===== src/rtl/mito_pool_pkg.sv =====
// Shared types for the pool engine: layer-mode encodings and the frame FSM states.
package mito_pkg;

  typedef enum logic [1:0] {
    PASS   = 2'b00,
    CONVOL = 2'b01,
    FULLY  = 2'b10,
    POOL   = 2'b11
  } mode_e;

  typedef enum logic [1:0] {
    IDLE  = 2'b00,
    RUN   = 2'b01,
    DRAIN = 2'b10
  } state_e;

endpackage


===== src/rtl/pool_linebuf.sv =====
// Half-row line buffer: holds the even-row pair maxima until the odd row arrives.
module pool_linebuf #(
  parameter int unsigned DEPTH = 16,
  parameter int unsigned AW    = 4,
  parameter int unsigned W     = 32
) (
  input  logic          clk_i,
  input  logic          we_i,
  input  logic [AW-1:0] waddr_i,
  input  logic [W-1:0]  wdata_i,
  input  logic [AW-1:0] raddr_i,
  output logic [W-1:0]  rdata_o
);

  logic [W-1:0] mem_q [DEPTH];

  always_ff @(posedge clk_i) begin
    if (we_i) mem_q[waddr_i] <= wdata_i;
  end

  assign rdata_o = mem_q[raddr_i];

endmodule


===== src/rtl/pool_engine.sv =====
// Streaming layer post-processor: pass-through with optional ReLU, or 2x2 stride-2
// signed max pooling across CH parallel lanes, with a single registered output stage.
module pool_engine
  import mito_pkg::*;
#(
  parameter int DATA_W = 8,
  parameter int CH     = 4,
  parameter int MAX_W  = 32,
  parameter int MAX_H  = 32
) (
  input  logic                          clk,
  input  logic                          rst_n,
  input  logic                          start,
  input  logic [1:0]                    cfg_mode,
  input  logic                          cfg_relu,
  input  logic [$clog2(MAX_W+1)-1:0]    cfg_width,
  input  logic [$clog2(MAX_H+1)-1:0]    cfg_height,
  input  logic [CH*DATA_W-1:0]          in_data,
  input  logic                          in_valid,
  output logic                          in_ready,
  output logic [CH*DATA_W-1:0]          out_data,
  output logic                          out_valid,
  input  logic                          out_ready,
  output logic                          busy,
  output logic                          done
);

  localparam int WW       = $clog2(MAX_W+1);
  localparam int HW       = $clog2(MAX_H+1);
  localparam int DW       = CH*DATA_W;
  localparam int LB_DEPTH = MAX_W/2;
  localparam int AW       = (LB_DEPTH > 1) ? $clog2(LB_DEPTH) : 1;

  state_e          state_q, state_d;
  mode_e           mode_q, mode_d;
  logic            relu_q, relu_d;
  logic [WW-1:0]   width_q, width_d, col_q, col_d;
  logic [HW-1:0]   height_q, height_d, row_q, row_d;
  logic [DW-1:0]   hold_q, hold_d, out_data_q, out_data_d;
  logic            out_valid_q, out_valid_d;

  logic            beat, last_col, last_row, pool_mode, produce, lb_we;
  logic [AW-1:0]   lb_addr;
  logic [DW-1:0]   lb_rdata, lb_wdata, pool_res, pass_res;

  assign in_ready  = (state_q == RUN) && (!out_valid_q || out_ready);
  assign beat      = in_valid && in_ready;
  assign last_col  = (col_q == width_q - WW'(1));
  assign last_row  = (row_q == height_q - HW'(1));
  assign pool_mode = (mode_q == POOL);
  // Outputs only close a 2x2 window; odd trailing rows/cols never reach this case.
  assign produce   = pool_mode ? (row_q[0] && col_q[0]) : 1'b1;
  assign lb_we     = beat && pool_mode && !row_q[0] && col_q[0];
  assign lb_addr   = AW'(col_q >> 1);

  assign busy      = (state_q != IDLE);
  assign out_data  = out_data_q;
  assign out_valid = out_valid_q;

  pool_linebuf #(
    .DEPTH (LB_DEPTH),
    .AW    (AW),
    .W     (DW)
  ) u_linebuf (
    .clk_i   (clk),
    .we_i    (lb_we),
    .waddr_i (lb_addr),
    .wdata_i (lb_wdata),
    .raddr_i (lb_addr),
    .rdata_o (lb_rdata)
  );

  for (genvar k = 0; k < CH; k++) begin : g_lane
    logic signed [DATA_W-1:0] pix, hld, lb, m2, m3;
    assign pix = in_data[k*DATA_W +: DATA_W];
    assign hld = hold_q[k*DATA_W +: DATA_W];
    assign lb  = lb_rdata[k*DATA_W +: DATA_W];
    assign m2  = (pix > hld) ? pix : hld;
    assign m3  = (lb > m2) ? lb : m2;
    assign lb_wdata[k*DATA_W +: DATA_W] = m2;
    assign pool_res[k*DATA_W +: DATA_W] = (relu_q && m3[DATA_W-1])  ? '0 : m3;
    assign pass_res[k*DATA_W +: DATA_W] = (relu_q && pix[DATA_W-1]) ? '0 : pix;
  end

  always_comb begin
    state_d = state_q;
    done    = 1'b0;
    unique case (state_q)
      IDLE:    if (start) state_d = RUN;
      RUN:     if (beat && last_col && last_row) state_d = DRAIN;
      DRAIN: begin
        if (!out_valid_q || out_ready) begin
          state_d = IDLE;
          done    = 1'b1;
        end
      end
      default: state_d = IDLE;
    endcase
  end

  always_comb begin
    mode_d      = mode_q;
    relu_d      = relu_q;
    width_d     = width_q;
    height_d    = height_q;
    col_d       = col_q;
    row_d       = row_q;
    hold_d      = hold_q;
    out_data_d  = out_data_q;
    out_valid_d = out_valid_q;

    if (state_q == IDLE && start) begin
      mode_d   = mode_e'(cfg_mode);
      relu_d   = cfg_relu;
      width_d  = cfg_width;
      height_d = cfg_height;
      col_d    = '0;
      row_d    = '0;
    end

    if (out_ready) out_valid_d = 1'b0;

    if (beat) begin
      if (pool_mode && !col_q[0]) hold_d = in_data;
      if (last_col) begin
        col_d = '0;
        row_d = last_row ? '0 : row_q + HW'(1);
      end else begin
        col_d = col_q + WW'(1);
      end
      if (produce) begin
        out_valid_d = 1'b1;
        out_data_d  = pool_mode ? pool_res : pass_res;
      end
    end
  end

  always_ff @(posedge clk or negedge rst_n) begin
    if (!rst_n) begin
      state_q     <= IDLE;
      mode_q      <= PASS;
      relu_q      <= 1'b0;
      width_q     <= '0;
      height_q    <= '0;
      col_q       <= '0;
      row_q       <= '0;
      hold_q      <= '0;
      out_data_q  <= '0;
      out_valid_q <= 1'b0;
    end else begin
      state_q     <= state_d;
      mode_q      <= mode_d;
      relu_q      <= relu_d;
      width_q     <= width_d;
      height_q    <= height_d;
      col_q       <= col_d;
      row_q       <= row_d;
      hold_q      <= hold_d;
      out_data_q  <= out_data_d;
      out_valid_q <= out_valid_d;
    end
  end

endmodule


===== config.mk =====
export PLATFORM = sky130hd
export DESIGN_NAME = pool_engine
export DESIGN_NICKNAME = d
export VERILOG_FILES = /design/src/rtl/mito_pool_pkg.sv /design/src/rtl/pool_linebuf.sv /design/src/rtl/pool_engine.sv
export SDC_FILE = /design/constraint.sdc
export NUM_CORES = 1
export LEC_CHECK = 0
export ABC_AREA = 1
export BUFFER_PORTS_ARGS = -buffer_cell sky130_fd_sc_hd__buf_2
export CAP_MARGIN = 15
export CORE_MARGIN = 5
export CORE_UTILIZATION = 65
export DETAILED_ROUTE_END_ITERATION = 10
export PLACE_DENSITY = 0.83
export SYNTH_ARGS = -nofsm -noshare
export SYNTH_HDL_FRONTEND = slang
export SYNTH_HIERARCHICAL = 1
export SYNTH_SLANG_ARGS = --single-unit

===== constraint.sdc =====
create_clock -name clk -period 6.8 [get_ports clk]
set_input_delay 0.34 -clock clk [delete_from_list [all_inputs] [get_ports clk]]
set_output_delay 0.34 -clock clk [all_outputs]
set_load 0.02 [all_outputs]

==> results.json <==
{
  "io_pins": 88,
  "crit_top_cell": "nand2_1",
  "cts_setup_buffers": 0,
  "tns_ps": 0,
  "grt_max_degree": 152,
  "drc": 0,
  "ant_nets": 0,
  "hold_class": "in -> reg",
  "chipHeight_um": 223,
  "instances_no_fill": 3851,
  "crit_path_max_incr_delay_ps": 1080,
  "rsz0062_at_grt": "false",
  "finalClockSkew_ps": 19.8,
  "ys_ff_latch": 606,
  "die_w_um": 223,
  "clk_path_buf_depth": 3,
  "path_cells": "clkinv_2, buf_4, nand3_1, nand3_1, nand2_1, inv_1, ha_1, nand2_1, nor4_1, nand2_1, nand3_2, nand2_1, nand3_2, nand2_1, a21oi_1",
  "worst_pin_slew_ps": 1230,
  "final.setup.worst_slack_ps": 2000,
  "grt_pass1_wl_um": 116000,
  "vias_per_cell": 5.80,
  "critical_path_class": "reg -> reg",
  "crit_buf_inv": 3,
  "cp.arrival_ps": 5300,
  "antenna_found_initial": 1,
  "report.final.slew_viol_count": 0,
  "firstDrtPassIters": 6,
  "numCtsBuffers": 56,
  "cts.sinks": 606,
  "insertion_delay_ps": 590,
  "end_kind": "flop",
  "cap_violations": 0,
  "postSynthCellCount": 3137,
  "yosys_warnings": 6,
  "hpwl_um": 42700,
  "initial_core_util_pct": 65.3,
  "post_cts_resized": 0,
  "htreeDepth": 2,
  "crit_fanout": 42,
  "hold_depth": 3,
  "syn2layout_area_growth_pct": 9.63,
  "syn_area_sq_um": 29400,
  "grt_usage_pct": 29.5,
  "drt-initial-drc-count": 3009,
  "core_area_sq_um": 45100,
  "wl_per_cell_um": 19.4,
  "p_leak_nw": 14.5,
  "post-place-ws_ps": 2200,
  "path_clk_slew_ps": 60,
  "wl_um": 74800,
  "die-area_sq_um": 49600,
  "cts_tree": "built",
  "status": "complete, no violations",
  "synth.avg_cell_area_sq_um": 9.38,
  "fin_nets": 3320,
  "portBuffers": 87,
  "cpMaxStageDelayCell": "dfrtp_2",
  "reg2reg_depth": 15,
  "min_period_ps": 4800,
  "power_density_nw_per_um2": 480,
  "placed_cells": 3735,
  "cp_data_required_time_ps": 7300,
  "grt_pass1_vias": 22100,
  "max_freq_ghz": 0.209,
  "hold_viol": 0,
  "max-slew-margin-rel_pct": 17.9,
  "setup.worst_path.start_class": "flop",
  "dr_total_vias": 22300,
  "cts.root.buffer_cell": "clkbuf_16",
  "postSynthNetCount": 3249,
  "critical_path.top_delay_family": "simple AND/OR/NAND/NOR gates",
  "yosysUniqueCellTypes": 45,
  "gp_congestion": 0.904,
  "ir_worst_vdd_mv": 0.363,
  "drive_gt1_share_pct": 9.17,
  "crit_cells": 15,
  "num_rows": 78,
  "ys_seq_area_share_pct": 60.2,
  "overflow": 0,
  "timing.final.crit_share_pct": 70.5,
  "setup_viol": 0
}
-- worst paths after layout --
path,startpoint,endpoint,slack [ps]
setup / recovery,col_q[3]$_DFFE_PN0P_,out_data[22]$_DFFE_PN0P_,2000
hold / removal,cfg_height[1],height_q[1]$_DFFE_PN0P_,20
setup reg to reg,col_q[3]$_DFFE_PN0P_,out_data[22]$_DFFE_PN0P_,2000
hold reg to reg,hold_q[2]$_DFFE_PN0P_,hold_q[2]$_DFFE_PN0P_,500
max in group asynchronous,rst_n,col_q[1]$_DFFE_PN0P_,5280
min in group asynchronous,rst_n,hold_q[10]$_DFFE_PN0P_,230
-- routing by layer --
layer,wire length (um),track usage (%),vias to the layer above
li1,-,-,10300
met1,27800,39.3,10400
met2,35300,48.5,1471
met3,9020,6.50,237
met4,2660,10.6,0
met5,0,0,-
-- Yosys cell counts, drive strengths merged --
cell	instances	area, sq um
nand2	931	3550
inv	556	2090
edfxtp	512	15400
nand3	427	2230
nor2	165	657
buf	94	668
dfrtp	94	2350
a21oi	67	373
o21ai	65	329
ha	60	751
nand4	42	269
clkbuf	38	143
a31oi	29	181
xor2	13	114
mux2	8	90.1
xnor2	7	61.3
nand3b	5	37.5
nor3	5	25.0
nor4	4	25.0
o21bai	4	30.0
o22ai	3	18.8
a2111oi	1	8.76
a21o	1	7.51
a22oi	1	7.51
clkinv	1	3.75
nor3b	1	7.51
o2111ai	1	8.76
o211ai	1	7.51
or2	1	6.26
-- layout make-up --
cell class,instances,area (sq um)
clock inverters,34,335
repair buffers,145,951
clock buffers,66,1460
inverters,557,2100
multi-input cells,1842,8930
diodes,1,2.50
fillers,2930,12800
well taps,600,751
flip-flops and latches,606,17700
-- cell usage in the layout, fill, tap and decap left out, types with 4 or more instances in the layout --
| cell | instances |
|---|---|
| a31oi_1 | 29 |
| nor2_2 | 4 |
| clkinv_1 | 17 |
| nand3_1 | 411 |
| o21ai_0 | 63 |
| mux2_2 | 8 |
| xnor2_1 | 7 |
| nor3_1 | 5 |
| a21oi_2 | 10 |
| nand2_2 | 16 |
| bufinv_16 | 7 |
| clkbuf_16 | 57 |
| nor2_1 | 141 |
| clkbuf_1 | 9 |
| clkinv_2 | 8 |
| ha_1 | 60 |
| dlygate4sd3_1 | 13 |
| edfxtp_1 | 512 |
| nand3_2 | 13 |
| clkinvlp_4 | 4 |
| buf_2 | 86 |
| nand2_1 | 913 |
| buf_4 | 43 |
| nor4_1 | 4 |
| inv_2 | 5 |
| dfrtp_1 | 90 |
| nor2_4 | 20 |
| xor2_1 | 13 |
| inv_1 | 548 |
| a21oi_1 | 57 |
| nand4_1 | 41 |
| o21bai_1 | 4 |
| nand3b_1 | 5 |
-- cell families (layout without fill, tap and decap cells) --
logic type               Yosys count  in the layout  synth area share, %
AND/OR/NAND/NOR                 1581           1581                 23.1
buffers and inverters            689            802                 9.87
flip-flops                       606            606                 60.2
AO/OA/AOI/OAI                    173            173                 3.30
adder cells (fa/ha/maj)           60             60                 2.55
XOR/XNOR                          20             20                0.595
multiplexers                       8              8                0.306
other                              0              1                    0
-- worst reg2reg max path, cell delays in order (launching register included) --
cell and delay, ps:
dfrtp_2 1080, clkinv_2 890, buf_4 560, nand3_1 160, nand3_1 80, nand2_1 210, inv_1 70, ha_1 280
nand2_1 60, nor4_1 360, nand2_1 210, nand3_2 240, nand2_1 130, nand3_2 180, nand2_1 80, a21oi_1 130
-- power breakdown --
group,internal [mW],switching (mW),total [mW]
Clock,1.79,1.32,3.11
Combinational,1.99,5.08,7.07
Sequential,5.01,0.295,5.31
Total,8.79,6.70,15.5
-- metrics by stage --
stage	area [sq um]	util (%)	total power, mW	hold slack, ps
floorplan	29400	-	10.3	44.4
global placement	30300	67.2	11.8	294
detailed placement	30300	67.2	12.1	294
CTS	32200	71.5	15.3	0.196
global route	32300	71.6	16.4	37.2
finish	32300	71.6	15.5	19.1
-- timing repair --
action,CTS,global route
hold buffers,13,0
hold endpoints to repair,41,0
endpoints found under the setup margin,0,0
-- sequential cells by signal (all words and copies together) (netlist names) --
signal / flops
mode_q: 2
state_q: 2
height_q: 6
row_q: 6
u_linebuf/mem_q: 512
out_valid: 1
out_data: 32
relu_q: 1
hold_q: 32
width_q: 6
col_q: 6
No activity file was read; power rests on OpenSTA's default activity.
